--- src/rtl/ql_episode_controller.sv ---
// ql_episode_controller: sequences Q-learning episodes between environment and agent
// Ports: clk/rst (async active-high); run level; obs_* observation handshake in;
// act_* action handshake out; agent_* update strobe, latched state/reward, epsilon, action in;
// step/episode/goal counters; busy/done status.
// Optional feature: define EPSILON_DECAY_EN to decay epsilon at every episode end.
module ql_episode_controller #(
    parameter int          MAX_STEPS       = 64,
    parameter int          NUM_EPISODES    = 1000,
    parameter logic [5:0]  GOAL_STATE      = 6'd63,
    parameter int          AGENT_LATENCY   = 2,
    parameter logic [15:0] EPS_INIT        = 16'hE666,
    parameter logic [15:0] EPS_MIN         = 16'h0CCC,
    parameter int          EPS_DECAY_SHIFT = 6
) (
    input  logic        clk,
    input  logic        rst,
    input  logic        run,
    input  logic        obs_valid,
    output logic        obs_ready,
    input  logic [5:0]  obs_state,
    input  logic [15:0] obs_reward,
    output logic        env_reset,
    output logic        act_valid,
    input  logic        act_ready,
    output logic [3:0]  act_data,
    output logic        agent_en,
    output logic        agent_start,
    output logic [5:0]  agent_next_state,
    output logic [15:0] agent_next_reward,
    output logic [15:0] agent_epsilon,
    input  logic [3:0]  agent_next_action,
    output logic [15:0] step_count,
    output logic [15:0] episode_count,
    output logic [15:0] goal_count,
    output logic        busy,
    output logic        done
);
    typedef enum logic [2:0] {IDLE, RESET_ENV, WAIT_OBS, UPDATE, WAIT_AGENT, ISSUE_ACT, EP_END, DONE} state_t;
    state_t state;
    logic [15:0] lat_cnt;
    function automatic logic [15:0] sat_inc(input logic [15:0] v);
        return v == 16'hFFFF ? v : v + 16'd1;
    endfunction
    // handshake readiness is gated by run so an abort withdraws it in the same cycle
    assign obs_ready   = run && state == WAIT_OBS;
    assign act_valid   = run && state == ISSUE_ACT;
    assign env_reset   = state == RESET_ENV;
    assign agent_en    = state == UPDATE;
    assign agent_start = agent_en && step_count == 16'd0;
    assign busy        = state != IDLE && state != DONE;
    assign done        = state == DONE;
`ifdef EPSILON_DECAY_EN
    logic [15:0] eps_dec;
    assign eps_dec = agent_epsilon - (agent_epsilon >> EPS_DECAY_SHIFT);
`else
    assign agent_epsilon = EPS_INIT;
`endif
    always_ff @(posedge clk or posedge rst) begin
        if (rst) begin
            state             <= IDLE;
            lat_cnt           <= '0;
            act_data          <= '0;
            agent_next_state  <= '0;
            agent_next_reward <= '0;
            step_count        <= '0;
            episode_count     <= '0;
            goal_count        <= '0;
`ifdef EPSILON_DECAY_EN
            agent_epsilon     <= EPS_INIT;
`endif
        end else if (state != IDLE && !run) begin
            state <= IDLE;
        end else begin
            case (state)
                IDLE: if (run) begin
                    step_count    <= '0;
                    episode_count <= '0;
                    goal_count    <= '0;
`ifdef EPSILON_DECAY_EN
                    agent_epsilon <= EPS_INIT;
`endif
                    state         <= RESET_ENV;
                end
                RESET_ENV: begin
                    step_count <= '0;
                    state      <= WAIT_OBS;
                end
                WAIT_OBS: if (obs_valid) begin
                    agent_next_state  <= obs_state;
                    agent_next_reward <= obs_reward;
                    state             <= UPDATE;
                end
                UPDATE: begin
                    lat_cnt <= '0;
                    state   <= WAIT_AGENT;
                end
                WAIT_AGENT: begin
                    lat_cnt <= lat_cnt + 16'd1;
                    // the agent's action is valid on the last latency cycle
                    if (lat_cnt == 16'(AGENT_LATENCY - 1)) begin
                        act_data <= agent_next_action;
                        state    <= (agent_next_state == GOAL_STATE || step_count == 16'(MAX_STEPS - 1)) ? EP_END : ISSUE_ACT;
                    end
                end
                ISSUE_ACT: if (act_ready) begin
                    step_count <= sat_inc(step_count);
                    state      <= WAIT_OBS;
                end
                EP_END: begin
                    episode_count <= sat_inc(episode_count);
                    if (agent_next_state == GOAL_STATE) goal_count <= sat_inc(goal_count);
`ifdef EPSILON_DECAY_EN
                    agent_epsilon <= eps_dec < EPS_MIN ? EPS_MIN : eps_dec;
`endif
                    state <= episode_count == 16'(NUM_EPISODES - 1) ? DONE : RESET_ENV;
                end
                DONE: state <= DONE;
                default: state <= IDLE;
            endcase
        end
    end
endmodule

--- config.mk ---
export PLATFORM = sky130hd
export DESIGN_NAME = ql_episode_controller
export DESIGN_NICKNAME = d
export VERILOG_FILES = /design/src/rtl/ql_episode_controller.sv
export SDC_FILE = /design/constraint.sdc
export NUM_CORES = 1
export LEC_CHECK = 0
export BUFFER_PORTS_ARGS = -buffer_cell sky130_fd_sc_hd__buf_2
export CAP_MARGIN = 20
export CELL_PAD_IN_SITES_DETAIL_PLACEMENT = 0
export CELL_PAD_IN_SITES_GLOBAL_PLACEMENT = 1
export CORE_MARGIN = 2
export CORE_UTILIZATION = 35
export DETAILED_ROUTE_END_ITERATION = 7
export PLACE_DENSITY = 0.77
export SLEW_MARGIN = 20
export SYNTH_ARGS = -nofsm -noshare
export SYNTH_HDL_FRONTEND = slang
export SYNTH_SLANG_ARGS = --single-unit
--- constraint.sdc ---
create_clock -name clk -period 2.6 [get_ports clk]
set_input_delay 0.26 -clock clk [delete_from_list [all_inputs] [get_ports clk]]
set_output_delay 0.26 -clock clk [all_outputs]
set_load 0.005 [all_outputs]
======== Yosys cells after proc, flatten, opt, wreduce, memory -nomap -nowiden ========
Cells that the tools add are included.
storage, ports and cells
  memories kept ........................... 0
  bits in writable memories ............... 0
  output and inout port bits .............. 97
  bits in read-only memories .............. 0
  register bits after elaboration ......... 93
  bits in latches ......................... 0
operators by class
  bitwise gates (word level) .............. 1
  equality and inequality tests ........... 25
  shift-type cells ........................ 0
  $add $sub $neg .......................... 4
  div/mod/pow operators ................... 0
  reduce and logical (&&, ||, !) cells .... 20
  muxes and demuxes ....................... 18
  multipliers ............................. 0
  magnitude comparators ................... 0
operators by type and width
  operator                                                count
  two-way mux 16 bit                                      6
  one-hot mux 16 bit (2 select lines)                     3
  adder 16 x 1 -> 16 bit (second input constant)          4
  == test 16 bit (second input constant)                  3
  one-hot mux 16 bit (3 select lines)                     1
  one-hot mux 3 bit (8 select lines)                      1
  two-way mux 3 bit                                       6
  == test 16 x 1 -> 1 bit (second input constant)         1
  == test 16 x 10 -> 1 bit (second input constant)        1
  == test 16 x 6 -> 1 bit (second input constant)         1
  zero test 16 bit                                        1
  == test 3 bit (second input constant)                   4
  inequality test 2 bit (second input constant)           6
  AND reduction 5 bit                                     2
  inequality test 3 bit (second input constant)           3
  AND reduction 4 bit                                     2
  == test 3 x 2 -> 1 bit (second input constant)          2
  == test 6 bit (second input constant)                   1
  inequality test 3 x 2 -> 1 bit (second input constant)  2
  AND reduction 3 bit                                     2
  nonzero test 3 bit                                      2
  logical AND 1 bit                                       5
  nonzero test 2 bit                                      2
  == test 3 x 1 -> 1 bit (second input constant)          1
  6 further kinds                                         6

======== Logic depth before layout (Yosys ltp) ========
Gate-level depths: netlist (run 1).
  word-level depth ........................ 6
  depth in mapped cells ................... 8
  mapped depth without buffers ............ 7

======== Least setup slack after synthesis (run 1) ========
OpenSTA, ideal clock, no wires.
  path kind ............................... register to register
  start point ............................. reg state[1]
  end point ............................... reg goal_count[13]
  stages on the path, launching flop included .. 7
  arrival time ............................ 1945 ps
  setup slack ............................. 577 ps
  data required time ...................... 2522 ps
  path buffers ............................ 1
  path through ............................ dfrtp_1 -> buf_2 -> nor4b_4 -> nor4_2 -> a2111o_1 -> or3_1 -> a21oi_1
on the way
  cells in the longest elaborated chain, start to end .. 4
RTL lines
  element                                                      line  text
  start, declared                                              39    state_t state;
  start signal, assigned                                       102   state <= (agent_next_state == GOAL_STATE || step_count == 16'(MAX_STEPS - 1)) ? EP_END : ISSUE_ACT;
  start signal, assigned                                       115   state <= episode_count == 16'(NUM_EPISODES - 1) ? DONE : RESET_ENV;
  branches (longest 4 deep; another with AND reduction 5 bit)  --
  end signal, assigned                                         111   if (agent_next_state == GOAL_STATE) goal_count <= sat_inc(goal_count);
  end, declared                                                34    output logic [15:0] goal_count,
Several ways; the timed one is not identified.
A chain may end at the register's enable or synchronous reset.

======== Worst setup path in the final report (run 1) ========
Same ends and word-level chain as after synthesis.

==> results of run 1 <==
==> metrics by stage <==
step / cell area (µm²) / setup WS, ps / total power [mW] / hold WS (ps)
2_1_floorplan: 5090 / 577 / 2.68 / 410
3_3_place_gp: 5780 / 442 / 3.12 / 484
3_5_place_dp: 5780 / 351 / 3.17 / 494
4_1_cts: 6090 / 321 / 4.55 / 124
5_1_grt: 6090 / 152 / 4.79 / 121
6_report: 6090 / 305 / 4.50 / 98.7
==> layout make-up <==
cell class,instances,area [µm²],area share [%]
tap,180,225,3.70
timing repair buffer,122,651,10.7
sequential,93,2330,38.2
clock inverter,5,58.8,0.966
clock buffer,11,253,4.15
inverter,12,48.8,0.801
multi-input combinational,395,2520,41.5
==> Yosys cell counts, drive strengths merged, types with 12 or more instances <==
cell type  instances
xnor2             22
nor4              17
dfrtp             93
clkbuf            12
nor2              52
nor3              15
buf               21
nand2             47
nand4             16
mux2              27
a21oi             18
inv               12
o21ai             16
nand3             30
==> power by group through the flow <==
stage | clock network, mW | registers [mW] | logic (mW)
final | 1.36 | 1.98 | 1.16
after CTS | 1.41 | 1.98 | 1.17
after global placement | 0 | 1.97 | 1.15
after detailed placement | 0 | 2.00 | 1.17
after global routing | 1.47 | 2.03 | 1.29
after floorplan | 0 | 1.91 | 0.775
==> how the worst max path moves through the flow <==
stage	slack (ps)	start	endpoint
after global placement	440	state[1]	goal_count[13]
after global routing	150	state[1]	goal_count[13]
after CTS	320	step_count[10]	agent_start
after floorplan	580	state[1]	goal_count[13]
after detailed placement	350	state[1]	goal_count[13]
final	310	state[1]	goal_count[13]
==> registers in the layout, summed over array words and instances (netlist names) <==
name	cells
step_count	16
agent_next_state	6
state	3
act_data	4
lat_cnt	16
goal_count	16
agent_next_reward	16
episode_count	16
==> routing by layer <==
metal,global-route usage (%),wire length (µm),vias up
li1,-,-,2086
met1,21.1,5500,2082
met2,27.2,5700,132
met3,6.87,1020,10
met4,4.92,133,2
met5,0,13,-
==> kinds of logic after synthesis <==
logic type      count (synthesis)  share of synthesized area, %
flops                          93                          46.2
xor+xnor                       31                          5.40
buf+inv                        45                          4.62
compound gates                 75                          10.1
mux                            32                          7.04
other cells                     2                         0.149
fa+ha+maj                       6                          1.49
simple gates                  235                          24.9
==> worst max-delay path, stage by stage, from the launching register on <==
cell and delay (ps):
sky130_fd_sc_hd__dfrtp_1 720, sky130_fd_sc_hd__nand2_1 140, sky130_fd_sc_hd__o31a_1 360, sky130_fd_sc_hd__a2111o_1 450, sky130_fd_sc_hd__or3_1 370, sky130_fd_sc_hd__a21oi_1 170
==> cells in the final DEF (no fill, tap or decap), types with 18 or more instances in the layout <==
cell                      netlist  final
sky130_fd_sc_hd__a21oi_1       18     18
sky130_fd_sc_hd__dfrtp_1       93     93
sky130_fd_sc_hd__nand2_1       47     47
sky130_fd_sc_hd__nor2_1        52     52
sky130_fd_sc_hd__xnor2_1       22     22
sky130_fd_sc_hd__nand3_1       30     30
sky130_fd_sc_hd__buf_2          3    111
sky130_fd_sc_hd__mux2_2        27     27
==> impl_summary.txt, run 1 <==
----------------------------------------------------
[Worst setup path]
  Worst setup path category ... flip-flop to flip-flop
  Arrival time at the worst endpoint ... 2570 ps
  Cells on worst reg2reg path ... 5
  Critical register-to-register path startpoint ... state[1]
  Critical Path Source Type ... flip-flop
  Required time at the worst-slack endpoint ... 2870 ps
  Endpoint of the most critical register-to-register path ... goal_count[13]
  Worst Path Max Fanout ... 19
  Crit. End Element ... flip-flop
  Worst R2R Setup Slack ... 310 ps

[Place]
  Buffers added on ports ... 111
  Last weighted congestion value of the routability-driven placer ... 0.858
  Half-perimeter wire length of the detailed placement result ... 8970 µm
  Number of placed instances, taps included ... 802

[Synth]
  Syn avg cell area ... 9.70 µm²
  Post-synthesis cell type count ... 58
  Predominant post-synthesis flop cell ... sky130_fd_sc_hd__dfrtp_1
  Cell taking the most area after synthesis ... sky130_fd_sc_hd__dfrtp_1
  Share of synthesized area occupied by flip-flops and latches ... 46.2%
  Synthesized instance count ... 519
  Number of synthesized flops with an enable pin ... 0
  Flops & latches, synth ... 93
  Synthesis Warnings ... 0
  Async set-reset flop share out of synthesis ... 100%
  Biggest area contributors in the synthesized netlist ... sky130_fd_sc_hd__dfrtp_1 (46%), sky130_fd_sc_hd__mux2_2 (6.0%), sky130_fd_sc_hd__nor2_1 (3.9%), sky130_fd_sc_hd__xnor2_1 (3.8%), sky130_fd_sc_hd__nand2_1 (3.5%)
  Cell Area, Synth ... 0.00503 mm²
  Area share of the leading cell type in the synthesized netlist ... 46.2%

[Drt]
  Antenna-violating nets left ... 0
  Overall via count from detail_route ... 4312
  Iteration count of the initial detailed-routing pass ... 4
  Via density per instance ... 5.27
  Post-detailed-routing wire length ... 12400 µm
  DRC viols ... 0
  Detailed router's first-iteration violation count ... 220
  Detail-routed net length per standard cell ... 15.1 µm

[Global routing]
  Antenna violations before repair ... 1
  Aggregate global routing overflow ... 0
  Global-route wire length before repair ... 20400 µm
  Vias in the first global route ... 4226
  Largest net degree at the start of global routing ... 46
  Overall global routing resource usage ... 16.9%

[Clock network]
  Root Buffer Master ... sky130_fd_sc_hd__clkbuf_16
  Post CTS Setup Buffer Count ... 0
  Hold-fix buffers, CTS ... 0
  Maximum count of clock buffers along a single path ... 2
  H-tree level count ... 3
  Clock transition time at the flip-flop clock pins of the worst setup and hold paths ... 70 ps
  Number of gates resized after CTS ... 0
  Total clock buffers created by CTS ... 9
  TritonCTS Sinks ... 93
  CTS tree ... yes
  Clk_lat worst skew ... 350 ps

[Pwr]
  Part of the power in registers ... 44.0%
  Switching Share ... 31.9%
  Combinational Power Share ... 25.8%
  Internal ... 3.07 mW
  Clock network fraction of total power ... 30.3%
  IR drop worst, VDD ... 0.646 mV
  Power density of the placed cells ... 739 mW/mm²
  Static power due to leakage ... 2.88 nW
  Net Switching ... 1.43 mW

[Worst hold path]
  Hold WC Path Type ... primary input to asynchronous set/reset pin

[Die]
  Die Wd ... 124 µm
  Die Ht ... 124 µm
  Number of top-level pins ... 128
  Floorplan die area ... 0.0154 mm²
  Rows ... 43
  Effective utilization at floorplan ... 36.0%
  Std-Cell Core Area ... 0.0140 mm²

[Cells and area]
  Final core utilization ... 43.5%
  Diode count ... 0
  # nets final ... 670
  Non-filler instance count after layout ... 818
  Ratio of cells with drive above 1 in the final layout ... 28.4%
  Growth of design area from synthesis to finish ... 21.0%
  Count of fill cells added during filler insertion ... 1377

[Timing]
  Total negative slack for setup checks ... 0 ps
  RSZ-0062 raised after global routing ... no
  Setup skew after layout ... 9.78 ps
  Least-Margin Pin Slew ... 924 ps
  Slew margin rel. ... 38.3%
  Final-report setup violation count ... 0
  Period utilization ... 88.3%
  Final count of pins violating max slew ... 0
  Minimum period implied by the final worst setup slack ... 2290 ps
  Hold Fails Final Rpt ... 0
  F_max ... 436 MHz

[Job]
  Number of max-cap violations ... 0

[Run status]
  Result of the run ... finished clean

----------------------------------------------------
No activity file was read; power rests on OpenSTA's default activity.
==> run 2: changes to the inputs <==
--- a/config.mk
+++ b/config.mk
@@ -12,7 +12,7 @@
 export CORE_MARGIN = 2
 export CORE_UTILIZATION = 35
 export DETAILED_ROUTE_END_ITERATION = 7
-export PLACE_DENSITY = 0.77
+export PLACE_DENSITY = 0.74
 export SLEW_MARGIN = 20
 export SYNTH_ARGS = -nofsm -noshare
 export SYNTH_HDL_FRONTEND = slang
==> constraint.sdc (replaced) <==
create_clock -name clk -period 2.3 [get_ports clk]
set_input_delay 0.23 -clock clk [delete_from_list [all_inputs] [get_ports clk]]
set_output_delay 0.23 -clock clk [all_outputs]
set_load 0.005 [all_outputs]
==> run 2 against run 1 <==
- core utilization up 0.60 points
- combinational power up 23%
- die area unchanged
- global-route usage up 0.13 points
- cell area up 1.4%
- via count up 1.1%
- routed wire length up 2.0%
- non-clock buffer count up 9
- clock skew down 3.7 ps
- clock power up 14%
- power up 15%
- critical path depth down 1
- critical path type is now flip-flop to primary output
- largest cell class unchanged
==> impl_summary.txt, run 2 (synthesis results as in run 1) <==
----------------------------------------------------
[Timing]
  Minimum period implied by the final worst setup slack ... 2170 ps
  Setup skew after layout ... 6.13 ps (-3.65 ps)
  Least-Margin Pin Slew ... 791 ps (-133 ps)
  Period utilization ... 94.4%
  Final count of pins violating max slew ... 0 (unchanged)
  Total negative slack for setup checks ... 0 ps (unchanged)
  Final-report setup violation count ... 0 (unchanged)
  F_max ... 461 MHz
  Hold Fails Final Rpt ... 0 (unchanged)
  RSZ-0062 raised after global routing ... no
  Slew margin rel. ... 47.1% (+8.9 points)

[Worst setup path]
  Worst R2R Setup Slack ... 210 ps (-100 ps)
  Required time at the worst-slack endpoint ... 2070 ps (-800 ps)
  Worst Path Max Fanout ... 7 (-12)
  Series of cell instances along the critical path ... or4_1, nor4_1, and4_1, buf_2
  Max stage delay cell, worst path ... sky130_fd_sc_hd__or4_1
  Kind of cell adding the most delay to the critical path ... simple AND/OR/NAND/NOR gates
  Arrival time at the worst endpoint ... 1940 ps (-630 ps)
  Crit. End Element ... primary output
  Combined buffer and inverter count along the critical path ... 1 (+1)
  Largest stage delay on the critical path ... 550 ps (-170 ps)
  Worst setup path category ... flip-flop to primary output
  Critical Path Source Type ... flip-flop

[Clock network]
  Total clock buffers created by CTS ... 9 (unchanged)
  CTS tree ... yes
  Clk_lat worst skew ... 350 ps (about the same)
  Maximum count of clock buffers along a single path ... 2 (unchanged)
  Clock transition time at the flip-flop clock pins of the worst setup and hold paths ... 60 ps (about the same)
  Root Buffer Master ... sky130_fd_sc_hd__clkbuf_16
  Hold-fix buffers, CTS ... 0 (unchanged)
  Number of gates resized after CTS ... 0 (unchanged)
  Post CTS Setup Buffer Count ... 0 (unchanged)
  TritonCTS Sinks ... 93 (unchanged)
  H-tree level count ... 3 (unchanged)

[Die]
  Effective utilization at floorplan ... 36.0% (unchanged)
  Number of top-level pins ... 128 (unchanged)
  Rows ... 43 (unchanged)
  Std-Cell Core Area ... 0.0140 mm² (unchanged)
  Floorplan die area ... 0.0154 mm² (unchanged)
  Die Ht ... 124 µm (unchanged)
  Die Wd ... 124 µm (unchanged)

[Drt]
  Post-detailed-routing wire length ... 12600 µm (+2.0%)
  Antenna-violating nets left ... 0 (unchanged)
  DRC viols ... 0 (unchanged)
  Via density per instance ... 5.27 (about the same)
  Detail-routed net length per standard cell ... 15.3 µm (+0.88%)
  Overall via count from detail_route ... 4360 (+1.1%)
  Iteration count of the initial detailed-routing pass ... 5 (+1)
  Detailed router's first-iteration violation count ... 243 (+10%)

[Place]
  Buffers added on ports ... 111 (unchanged)
  Last weighted congestion value of the routability-driven placer ... 0.796 (-7.2%)
  Number of placed instances, taps included ... 811 (+1.1%)
  Cell Area, Placed ... 0.00586 mm² (+1.4%)
  Half-perimeter wire length of the detailed placement result ... 9290 µm (+3.7%)

[Cells and area]
  Register area ... 0.00233 mm² (+0.11%)
  Count of fill cells added during filler insertion ... 1385 (+0.58%)
  Diode count ... 0 (unchanged)
  Non-filler instance count after layout ... 827 (+1.1%)
  # nets final ... 679 (+1.3%)
  Finished Cell Area ... 0.00617 mm² (+1.4%)
  Final core utilization ... 44.1% (+0.60 points)
  Growth of design area from synthesis to finish ... 22.7%
  Ratio of cells with drive above 1 in the final layout ... 29.5% (+1.2 points)
  Most common library cell in the layout ignoring fill and taps ... sky130_fd_sc_hd__buf_2
  Total area of multi-input combinational cells ... 0.00252 mm² (unchanged)
  Most used cells in the layout excluding fill and tap cells ... sky130_fd_sc_hd__buf_2 (111), sky130_fd_sc_hd__dfrtp_1 (91), sky130_fd_sc_hd__nor2_1 (52)

[Global routing]
  Overall global routing resource usage ... 17.1% (+0.13 points)
  Antenna violations before repair ... 0 (-1)
  Vias in the first global route ... 4073 (-3.6%)
  Global-route wire length before repair ... 20500 µm (+0.75%)
  Largest net degree at the start of global routing ... 34 (-26%)
  Aggregate global routing overflow ... 0 (unchanged)

[Pwr]
  Static power due to leakage ... 2.93 nW (+1.8%)
  Power density of the placed cells ... 837 mW/mm² (+13%)
  Overall power after layout ... 5.16 mW (+15%)
  IR drop worst, VDD ... 0.677 mV (+4.8%)

[Run status]
  Result of the run ... finished clean

[Job]
  Number of max-cap violations ... 0 (unchanged)

[Worst hold path]
  Hold WC Path Type ... primary input to asynchronous set/reset pin

----------------------------------------------------
[run 2: stage by stage]
stage	setup slack, ps	hold WS (ps)
2_1_floorplan	277	380
3_3_place_gp	213	414
3_5_place_dp	150	417
4_1_cts	80.6	39.8
5_1_grt	12.4	79.3
6_report	129	24.0
[run 2: layout make-up]
class / count / share of cell area (%)
inverters: 12 / 0.791
clock buffers: 13 / 4.38
repair buffers: 131 / 11.8
flip-flops and latches: 93 / 37.7
well taps: 180 / 3.65
clock inverters: 3 / 0.689
multi-input cells: 395 / 40.9
[run 2: metal layers]
metal	global-route usage [%]	routed length (µm)	vias up	part of all wire (%)
li1	-	-	2099	-
met1	22.9	5690	2119	45
met2	27.0	5930	133	47
met3	5.72	917	9	7.3
met4	3.65	76	0	0.60
met5	0	0	-	0
[run 2: path summary, 6_finish.rpt]
path | to | startpoint | depth (start not counted)
worst min register to register | act_data[0] | act_data[0] | 1
worst max register to register | episode_count[10] | episode_count[0] | 6
max in group asynchronous | lat_cnt[10] | rst | 3
worst max-delay path | agent_start | step_count[10] | 4
min in group clk | agent_next_reward[5] | obs_reward[5] | 2
worst min-delay path | act_data[2] | rst | 2
[run 2: power breakdown]
part	internal (mW)	switching, mW	total, mW
Combinational	0.675	0.755	1.43
Sequential	1.94	0.245	2.18
Clock	0.930	0.622	1.55
Total	3.54	1.62	5.16
